$ cat config.mk
export PLATFORM = sky130hd
export DESIGN_NAME = spi_master
export DESIGN_NICKNAME = d
export VERILOG_FILES = /design/src/rtl/spi_pkg.sv /design/src/rtl/spi_master.sv
export SDC_FILE = /design/constraint.sdc
export NUM_CORES = 1
export LEC_CHECK = 0
export ABC_AREA = 1
export BUFFER_PORTS_ARGS = -buffer_cell sky130_fd_sc_hd__buf_2
export CAP_MARGIN = 30
export CORE_MARGIN = 2
export CORE_UTILIZATION = 23
export CTS_CLUSTER_SIZE = 25
export DETAILED_ROUTE_END_ITERATION = 10
export GPL_TIMING_DRIVEN = 0
export PLACE_DENSITY_LB_ADDON = 0.15
export SETUP_SLACK_MARGIN = 0.05
export SLEW_MARGIN = 10
export SYNTH_ARGS = -nofsm -noshare
export SYNTH_HDL_FRONTEND = slang
export SYNTH_SLANG_ARGS = --single-unit
$ cat constraint.sdc
create_clock -name clk -period 1.5 [get_ports clk]
set_input_delay 0.15 -clock clk [delete_from_list [all_inputs] [get_ports clk]]
set_output_delay 0.15 -clock clk [all_outputs]
set_load 0.02 [all_outputs]
$ cat src/rtl/spi_pkg.sv
// Shared definitions for the SPI master: command encodings, frame geometry
// and the master state enum.
package spi_pkg;

   localparam logic [1:0] CMD_WR_ADDR = 2'b00;
   localparam logic [1:0] CMD_WR_DATA = 2'b01;
   localparam logic [1:0] CMD_RD_ADDR = 2'b10;
   localparam logic [1:0] CMD_RD_DATA = 2'b11;

   localparam int FRAME_BITS = 10;
   localparam int DATA_BITS  = 8;

   typedef enum logic [2:0] {
      IDLE,
      SELECT,
      SEND,
      TURN,
      RECV,
      DONE
   } state_t;

   // Only read-data frames are followed by a turnaround and a reply byte.
   function automatic logic has_reply(input logic [1:0] cmd);
      has_reply = (cmd == CMD_RD_DATA);
   endfunction

endpackage

$ cat src/rtl/spi_master.sv
// SPI master issuing 10-bit {cmd, payload} frames at one bit per clk and
// capturing an 8-bit MISO reply for read-data frames.
module spi_master
   import spi_pkg::*;
#(
   parameter int unsigned RD_TURNAROUND = 2
) (
   input  logic                 clk,
   input  logic                 rst,
   input  logic                 cmd_valid,
   output logic                 cmd_ready,
   input  logic [1:0]           cmd_type,
   input  logic [DATA_BITS-1:0] cmd_data,
   output logic                 SS_n,
   output logic                 MOSI,
   input  logic                 MISO,
   output logic                 rsp_valid,
   output logic [DATA_BITS-1:0] rsp_data,
   output logic                 frame_done
);

   localparam logic [3:0] SEND_LAST = 4'(FRAME_BITS - 1);
   localparam logic [3:0] TURN_LAST = 4'(RD_TURNAROUND - 1);
   localparam logic [3:0] RECV_LAST = 4'(DATA_BITS - 1);

   state_t                 state;
   state_t                 state_d;
   logic [3:0]             cnt;
   logic [FRAME_BITS-1:0]  shift_out;
   logic [DATA_BITS-1:0]   shift_in;
   logic [1:0]             cmd_q;
   logic                   accept;
   logic                   active_d;
   logic                   reply_done;

   assign cmd_ready  = (state == IDLE);
   assign accept     = cmd_valid && cmd_ready;
   assign active_d   = (state_d == SELECT) || (state_d == SEND) ||
                       (state_d == TURN)   || (state_d == RECV);
   assign reply_done = (state == RECV) && (state_d == DONE);

   always_ff @(posedge clk or negedge rst) begin
      if (!rst) state <= IDLE;
      else      state <= state_d;
   end

   // NOTE: state_d takes its default before the case so no path can infer a latch.
   always_comb begin
      state_d = state;
      case (state)
         IDLE:    if (cmd_valid) state_d = SELECT;
         SELECT:  state_d = SEND;
         SEND:    if (cnt == SEND_LAST) state_d = has_reply(cmd_q) ? TURN : DONE;
         TURN:    if (cnt == TURN_LAST) state_d = RECV;
         RECV:    if (cnt == RECV_LAST) state_d = DONE;
         DONE:    state_d = IDLE;
         default: state_d = IDLE;
      endcase
   end

   // Pin outputs are computed from state_d so they change on the same edge as the state.
   // NOTE: sequential state uses non-blocking assignments only, so every flop sees pre-edge values.
   always_ff @(posedge clk or negedge rst) begin
      if (!rst) begin
         // NOTE: the shift registers are individual flops rather than a RAM array, so they take the reset too.
         cnt        <= '0;
         shift_out  <= '0;
         shift_in   <= '0;
         cmd_q      <= CMD_WR_ADDR;
         SS_n       <= 1'b1;
         MOSI       <= 1'b0;
         frame_done <= 1'b0;
         rsp_valid  <= 1'b0;
         rsp_data   <= '0;
      end else begin
         cnt <= ((state_d == state) && (state != IDLE)) ? cnt + 4'd1 : 4'd0;

         if (accept) begin
            shift_out <= {cmd_type, cmd_data};
            cmd_q     <= cmd_type;
         end else if (state_d == SEND) begin
            shift_out <= shift_out << 1;
         end

         if (state == RECV) shift_in <= {shift_in[DATA_BITS-2:0], MISO};

         SS_n <= !active_d;
         case (state_d)
            SELECT:  MOSI <= cmd_type[1];
            SEND:    MOSI <= shift_out[FRAME_BITS-1];
            default: MOSI <= 1'b0;
         endcase

         frame_done <= (state_d == DONE);
         rsp_valid  <= reply_done;
         if (reply_done) rsp_data <= {shift_in[DATA_BITS-2:0], MISO};
      end
   end

endmodule
==> results of run 1 <==
==> worst paths after layout <==
kind	startpoint	to	slack [ps]	depth (start not counted)
max	cnt[0]$_DFF_PN0_	cnt[2]$_DFF_PN0_	-6	9
min	cmd_data[0]	shift_out[0]$_DFFE_PN0P_	60	3
max reg2reg	cnt[0]$_DFF_PN0_	cnt[2]$_DFF_PN0_	-6	9
min reg2reg	rsp_data[7]$_DFFE_PN0P_	rsp_data[7]$_DFFE_PN0P_	470	2
max in group asynchronous	rst	SS_n$_DFF_PN1_	620	3
min in group asynchronous	rst	rsp_data[4]$_DFFE_PN0P_	330	2
==> report_power, final <==
part           switching, mW  total, mW  internal, mW
clock network          0.357      0.669         0.312
logic                   1.43       2.43          1.00
registers              0.202       1.52          1.32
total                   1.98       4.62          2.63
==> logic make-up after synthesis <==
family	Yosys count
AOI/OAI and AO/OA	16
xor gates and xnor gates	3
adders and majority gates	2
buffers and inverters	28
DFF	38
and+or+nand+nor	108
==> area by class of cell <==
cell class                      instances  share of cell area
Sequential cell                        38              0.3783
Multi-Input combinational cell        129              0.3822
Clock inverter                          2            0.003951
Inverter                               21             0.03506
Clock buffer                            5             0.02716
Buffer                                  7             0.02519
Tap cell                              102             0.05037
Timing Repair Buffer                   37             0.09778
==> flip-flops by register name, indices dropped and copies added, names as in the netlist, 2 cells and up <==
register	cells
cmd_q	2
state	3
rsp_data	8
cnt	4
shift_out	10
shift_in	7
==> stage by stage <==
step | setup TNS, ps | instance area, um2
6_report | -9.247 | 2534
5_1_grt | -919.0 | 2534
4_1_cts | -180.9 | 2345
3_5_place_dp | -1292 | 2142
3_3_place_gp | -1293 | 2142
2_1_floorplan | 0 | 1884
==> what timing repair did <==
item,4_1_cts,5_1_grt
gates cloned,1,0
hold buffers,0,1
buffers inserted,4,4
setup endpoints to repair,27,26
endpoints found under the hold margin,0,17
resized for setup,18,34
pin swaps,9,6
==> critical path: stages (launching register included) <==
cell	delay, ps
sky130_fd_sc_hd__dfrtp_2	460
sky130_fd_sc_hd__ha_4	190
sky130_fd_sc_hd__nand2_4	70
sky130_fd_sc_hd__nand2_4	60
sky130_fd_sc_hd__inv_4	80
sky130_fd_sc_hd__nor2_4	40
sky130_fd_sc_hd__buf_4	130
sky130_fd_sc_hd__nand3_1	100
sky130_fd_sc_hd__nand3_4	120
sky130_fd_sc_hd__nor3_2	160
==> per-layer routing <==
metal | part of all wire | wire length [um] | track usage
met5 | 0 | 0 | 0
met4 | 0.016 | 69 | 0.03986
met3 | 0.030 | 125 | 0.02953
met2 | 0.47 | 1978 | 0.1631
met1 | 0.48 | 2040 | 0.1305
==> layout by cell type, fill, tap and decap left out, types with 4 or more instances in the layout <==
cell type	instances
sky130_fd_sc_hd__nand2_1	44
sky130_fd_sc_hd__dfrtp_1	32
sky130_fd_sc_hd__buf_2	28
sky130_fd_sc_hd__nand3_2	19
sky130_fd_sc_hd__inv_1	14
sky130_fd_sc_hd__o21ai_0	14
sky130_fd_sc_hd__nand4_1	9
sky130_fd_sc_hd__nand2_4	8
sky130_fd_sc_hd__buf_4	8
sky130_fd_sc_hd__nor2_4	7
sky130_fd_sc_hd__clkbuf_8	5
sky130_fd_sc_hd__dfrtp_2	5
sky130_fd_sc_hd__inv_2	4
sky130_fd_sc_hd__nor3_2	4
==> impl_metrics.csv, run 1 <==
group,metric,value,unit
finish,fin_util,0.3245,
outcome,status,"finished, violations left",
yosys,synth_edf_count,0,
yosys,ys_dominant_reg_cell,"sky130_fd_sc_hd__dfrtp_1",
critical_path,crit_fanout,4,
routing,firstDrtPassIters,4,
clock_network,clock-sinks,38,
die,io_pins,27,
die,die_y,94.33,um
yosys,synth_fa_ha_area_frac,0.01333,
yosys,post_synthesis_compound_gate_area_fraction,0.04467,
routing,drtIter0Drc,25,
yosys,synth_top_family_by_area,"simple AND/OR/NAND/NOR gates",
routing,final_antenna_net_count,0,
yosys,synthesis.area,1877,um2
yosys,ys_seq_area_frac,0.5073,
yosys,yosysWarningCount,0,
pwr,static-leakage-power,1.230,nW
global_routing,grt_pass1_vias,1492,
yosys,async_flop_share,1.000,
yosys,synth.top_cells.by_count,"48 x sky130_fd_sc_hd__nand2_1, 37 x sky130_fd_sc_hd__dfrtp_1, 18 x sky130_fd_sc_hd__nand3_2, 16 x sky130_fd_sc_hd__inv_1, 15 x sky130_fd_sc_hd__o21ai_0",
routing,drt_drc_violations_left,0,
place,dp_hpwl,2.719,mm
timing,setup_viol_count_final,2,
yosys,post_synth_num_cell_types,26,
global_routing,largest_net_degree_at_the_start_of_global_routing,39,
clock_network,clock_pin_slew_worst_setup_and_hold_paths,70,ps
pwr,power.ir.vdd_worst,0.6599,mV
place,dpl.cell_count,323,
clock_network,cts_root_buf,"sky130_fd_sc_hd__clkbuf_8",
critical_path,worst-setup-path-type,"flip-flop to flip-flop",
routing,detail_route.wl_per_cell,12.36,um
yosys,synthesis.nets,211,
finish,area_of_the_multi_input_gates,968.4,um2
timing,final.period_utilization,1.004,
finish,final_layout_size_suffix_gt1_frac,0.4770,
worst_hold_path,min_path_type,"input pin to flip-flop",
timing,setup_ws,-5.764,ps
die,fp.coreArea,7807,um2
place,place_worst_setup_slack,-110.1,ps
routing,detail_route.wirelength,4.214,mm
clock_network,clock_tree_buf_depth,2,
yosys,synth.most_common_cell,"sky130_fd_sc_hd__nand2_1",
yosys,synthesis.area_per_instance,9.625,um2
critical_path,cp.required,1710,ps
die,starting_density_of_the_core,0.2404,
outcome,violations,"setup timing",
global_routing,global_route_usage_over_all_layers,0.1021,
die,rows,32,
finish,syn_to_final_growth,35.00,%
yosys,yosysTopAreaCell,"sky130_fd_sc_hd__dfrtp_1",
job,max_cap_viol_count,0,
die,chipWidth,94.33,um
yosys,ys_ff_latch,38,
global_routing,grt.overflow.total,0,
yosys,post_synth_main_area_contributors,"sky130_fd_sc_hd__dfrtp_1 49%, sky130_fd_sc_hd__nand3_2 9.6%, sky130_fd_sc_hd__nand2_1 9.6%",
pwr,power.density_cell_area,1822,nW/um2
timing,worst_slew_margin_rel,0.6922,
yosys,cell_count_after_synthesis,195,
clock_network,cts_made_buffers,5,
critical_path,timing.critical_path.arrival,1720,ps
yosys,synthSimpleGateAreaFrac,0.3473,
clock_network,cts_tree,"done",
finish,register_area,958.4,um2
finish,layoutNonFillerInstCount,341,
pwr,power.total,4.617,mW
finish,finish.net_count,255,
timing,final_hold_viol_count,0,
global_routing,wire_length_of_the_first_global_routing_pass,7.017,mm
yosys,synth.top_cell.area_share,0.4933,
global_routing,number_of_antenna_violations_at_the_first_check_in_global_routing,0,
timing,clock_skew,6.827,ps
routing,vias,1424,
timing,rsz0062_at_grt,"true",
yosys,synthXorXnorAreaFrac,0.01400,
timing,timing.fmax,0.6641,GHz
routing,route.detailed.vias_per_inst,4.176,
critical_path,cp-start-kind,"flip-flop",
finish,insertedDiodeCount,0,
place,globalplace.congestion,0.7098,
die,dieArea,8898,um2
timing,finalCriticalPeriod,1506,ps
clock_network,htree_num_levels,2,
yosys,muxShareOfSynthArea,0,
timing,whs,63.76,ps
timing,slew_at_the_pin_closest_to_its_max_slew_limit,461.8,ps
place,port_buffer_count,26,
timing,slew_viol_final,0,
clock_network,worst_skew_pair.late_latency,290,ps
finish,n_fill_cell,837,
critical_path,timing.critical_path.to_type,"flip-flop",
Power figures use the tool's default switching activity.
==> run 2: changes to the inputs <==
- ABC_AREA: 1 -> default
- HOLD_SLACK_MARGIN: default -> 0.12
==> impl_metrics.csv, run 2 <==
group,metric,value,unit
pwr,power.ir.vdd_worst,0.8510,mV
timing,final_hold_viol_count,0,
die,starting_density_of_the_core,0.2354,
yosys,synthesis.area,1689,um2
routing,drt_drc_violations_left,0,
die,fp.coreArea,7176,um2
critical_path,crit_fanout,5,
timing,setup_viol_count_final,27,
place,dp_hpwl,2.522,mm
yosys,synthesis.area_per_instance,11.65,um2
clock_network,worst_skew_pair.late_latency,280,ps
worst_hold_path,min_path_type,"input pin to flip-flop",
yosys,ys_dominant_reg_cell,"sky130_fd_sc_hd__dfrtp_1",
critical_path,r2r_setup_slack,-430,ps
timing,rsz0062_at_grt,"true",
critical_path,worst_r2r_startpoint,"cnt[1]$_DFF_PN0_",
global_routing,largest_net_degree_at_the_start_of_global_routing,39,
routing,vias,1335,
yosys,ys_ff_latch,38,
finish,highest_count_cells_in_the_layout_ignoring_fill_and_taps,"37 x sky130_fd_sc_hd__dfrtp_1, 26 x sky130_fd_sc_hd__buf_2, 14 x sky130_fd_sc_hd__buf_6",
critical_path,cp.required,1670,ps
place,port_buffer_count,26,
yosys,yosysWarningCount,0,
routing,route.detailed.vias_per_inst,4.349,
global_routing,grt.overflow.total,0,
die,rows,31,
global_routing,global_route_usage_over_all_layers,0.1087,
global_routing,wire_length_of_the_first_global_routing_pass,6.589,mm
routing,firstDrtPassIters,4,
timing,clock_skew,3.990,ps
worst_hold_path,holdCritStartpoint,"cmd_data[5]",
yosys,synthesis.nets,161,
die,dieArea,8045,um2
clock_network,cts_root_buf,"sky130_fd_sc_hd__clkbuf_8",
place,globalplace.congestion,0.8015,
yosys,ys_seq_area_frac,0.5637,
worst_hold_path,hold_end,"shift_out[5]$_DFFE_PN0P_",
timing,setup_ws,-427.0,ps
finish,n_fill_cell,719,
place,dpl.cell_count,270,
finish,largest_register,"shift_out",
timing,whs,121.7,ps
clock_network,cts_made_buffers,5,
outcome,status,"finished, violations left",
job,max_cap_viol_count,0,
pwr,static-leakage-power,1.189,nW
yosys,post_synth_main_area_contributors,"sky130_fd_sc_hd__dfrtp_1 55%, sky130_fd_sc_hd__mux2_2 10%, sky130_fd_sc_hd__a21oi_1 3.6%",
clock_network,clock_pin_slew_worst_setup_and_hold_paths,70,ps
critical_path,timing.critical_path.arrival,2100,ps
finish,finish.net_count,223,
critical_path,cp-start-kind,"flip-flop",
timing,finalCriticalPeriod,1927,ps
pwr,power.density_cell_area,1735,nW/um2
routing,final_antenna_net_count,0,
place,place_worst_setup_slack,-544.3,ps
finish,mostFrequentLayoutCell,"sky130_fd_sc_hd__dfrtp_1",
clock_network,clock_tree_buf_depth,2,
clock_network,clock-sinks,38,
clock_network,cts_tree,"done",
outcome,violations,"setup timing",
finish,insertedDiodeCount,0,
critical_path,crit_start,"cnt[1]$_DFF_PN0_",
yosys,cell_count_after_synthesis,145,
global_routing,number_of_antenna_violations_at_the_first_check_in_global_routing,0,
routing,detail_route.wl_per_cell,13.29,um
yosys,post_synth_num_cell_types,38,
finish,layoutNonFillerInstCount,307,
timing,timing.fmax,0.5189,GHz
die,die_y,89.70,um
finish,number_of_flip_flops_in_the_largest_register,10,
timing,slew_viol_final,0,
yosys,yosysTopAreaCell,"sky130_fd_sc_hd__dfrtp_1",
critical_path,worst-setup-path-type,"flip-flop to flip-flop",
yosys,synth.top_cell.area_share,0.5481,
yosys,async_flop_share,1.000,
critical_path,regToRegEndpoint,"shift_out[3]$_DFFE_PN0P_",
timing,worst_slew_margin_rel,0.7233,
routing,detail_route.wirelength,4.079,mm
critical_path,timing.critical_path.to_type,"flip-flop",
finish,syn_to_final_growth,52.89,%
finish,final_layout_size_suffix_gt1_frac,0.5481,
yosys,synth.most_common_cell,"sky130_fd_sc_hd__dfrtp_1",
yosys,synth_edf_count,0,
timing,final.period_utilization,1.285,
clock_network,htree_num_levels,2,
timing,slew_at_the_pin_closest_to_its_max_slew_limit,411.4,ps
finish,layout_top_registers,"shift_out: 10 flops, rsp_data: 8 flops, shift_in: 7 flops",
yosys,synth.top_cells.by_count,"37 x sky130_fd_sc_hd__dfrtp_1, 15 x sky130_fd_sc_hd__mux2_2, 12 x sky130_fd_sc_hd__a21oi_1, 11 x sky130_fd_sc_hd__o21ai_0, 10 x sky130_fd_sc_hd__nor2_1",
critical_path,worst-r2r-cell-count,10,
die,io_pins,27,
routing,drtIter0Drc,44,
global_routing,grt_pass1_vias,1376,
worst_hold_path,worstHoldPathCells,3,
die,chipWidth,89.70,um
==> run 2: cell types whose count changed after synthesis, moves of 4 or more <==
cell	delta
sky130_fd_sc_hd__a31oi_1	+9
sky130_fd_sc_hd__nand3_1	-6
sky130_fd_sc_hd__inv_1	-11
sky130_fd_sc_hd__nand2_1	-39
sky130_fd_sc_hd__nand2_2	-4
sky130_fd_sc_hd__nand3_2	-18
sky130_fd_sc_hd__nor3_1	-4
sky130_fd_sc_hd__mux2_2	+15
sky130_fd_sc_hd__nand4_1	-8
sky130_fd_sc_hd__o21ai_0	-4
sky130_fd_sc_hd__a21oi_1	+12
==> run 2: worst max path at each step <==
| stage | to | slack [ps] |
|---|---|---|
| floorplan | shift_out[1]$_DFFE_PN0P_ | -320 |
| global placement | shift_out[9]$_DFFE_PN0P_ | -540 |
| detailed placement | shift_out[9]$_DFFE_PN0P_ | -540 |
| CTS | shift_out[7]$_DFFE_PN0P_ | -480 |
| global route | SS_n$_DFF_PN1_ | -510 |
| finish | shift_out[3]$_DFFE_PN0P_ | -430 |
==> run 2: logic make-up (layout without fill, tap and decap cells) <==
| kind of cell | Yosys count | count (layout) | share of synthesized area |
|---|---|---|---|
| fa+ha+maj | 2 | 2 | 0.01481 |
| xor+xnor | 3 | 3 | 0.01556 |
| mux | 17 | 17 | 0.1148 |
| compound gates | 43 | 43 | 0.1570 |
| simple gates | 28 | 28 | 0.08667 |
| flops | 38 | 38 | 0.5637 |
| buf+inv | 14 | 77 | 0.04740 |
==> run 2: layer usage <==
layer | track usage | up-vias | share of wire
met3 | 0.02834 | 5 | 0.040
met5 | 0 | - | 0
met4 | 0.02714 | 0 | 0.0071
met2 | 0.1858 | 38 | 0.50
met1 | 0.1369 | 654 | 0.46
li1 | - | 638 | -
==> run 2: worst max-delay path, stage by stage (launching register included) <==
cell and delay, ps:
sky130_fd_sc_hd__dfrtp_1 390, sky130_fd_sc_hd__inv_2 70, sky130_fd_sc_hd__ha_4 120, sky130_fd_sc_hd__nor2b_4 150
sky130_fd_sc_hd__mux2_4 330, sky130_fd_sc_hd__a211oi_4 250, sky130_fd_sc_hd__buf_6 150, sky130_fd_sc_hd__inv_6 40
sky130_fd_sc_hd__buf_6 120, sky130_fd_sc_hd__o21ai_2 120, sky130_fd_sc_hd__a21oi_2 70
==> run 2: final cells by class <==
cell class,instances,area (um2),area share
inverters,6,27.53,0.01066
clock buffers,6,72.57,0.02810
multi-input cells,93,873.3,0.3382
well taps,99,123.9,0.04797
clock inverters,2,10.01,0.003876
plain buffers,8,85.08,0.03295
flip-flops and latches,38,952.2,0.3687
repair buffers,55,437.9,0.1696
==> run 2: where the power goes <==
part | internal (mW) | switching (mW) | total [mW] | leakage [nW]
Sequential | 1.31 | 0.212 | 1.52 | 0.499
Clock | 0.322 | 0.349 | 0.671 | 0.0450
Combinational | 1.13 | 1.16 | 2.29 | 0.645
==> run 2: what timing repair did <==
| action | in CTS | in global routing |
|---|---|---|
| pin swaps | 9 | 10 |
| hold buffers | 5 | 1 |
| gates cloned | 1 | 0 |
| resized for setup | 28 | 30 |
| buffers inserted | 18 | 3 |
| setup endpoints to repair | 38 | 37 |
| hold endpoints to repair | 42 | 1 |
==> run 2: stage by stage <==
| stage | power (mW) | TNS, ps | utilization | cell area (um2) |
|---|---|---|---|---|
| 3_3_place_gp | 2.932 | -11940 | 0.2806 | 2013 |
| 2_1_floorplan | 2.593 | -6914 | - | 1759 |
| 4_1_cts | 4.208 | -9280 | 0.3372 | 2420 |
| 5_1_grt | 4.802 | -10890 | 0.3599 | 2582 |
| 6_report | 4.481 | -8770 | 0.3599 | 2582 |
| 3_5_place_dp | 2.951 | -12490 | 0.2806 | 2013 |
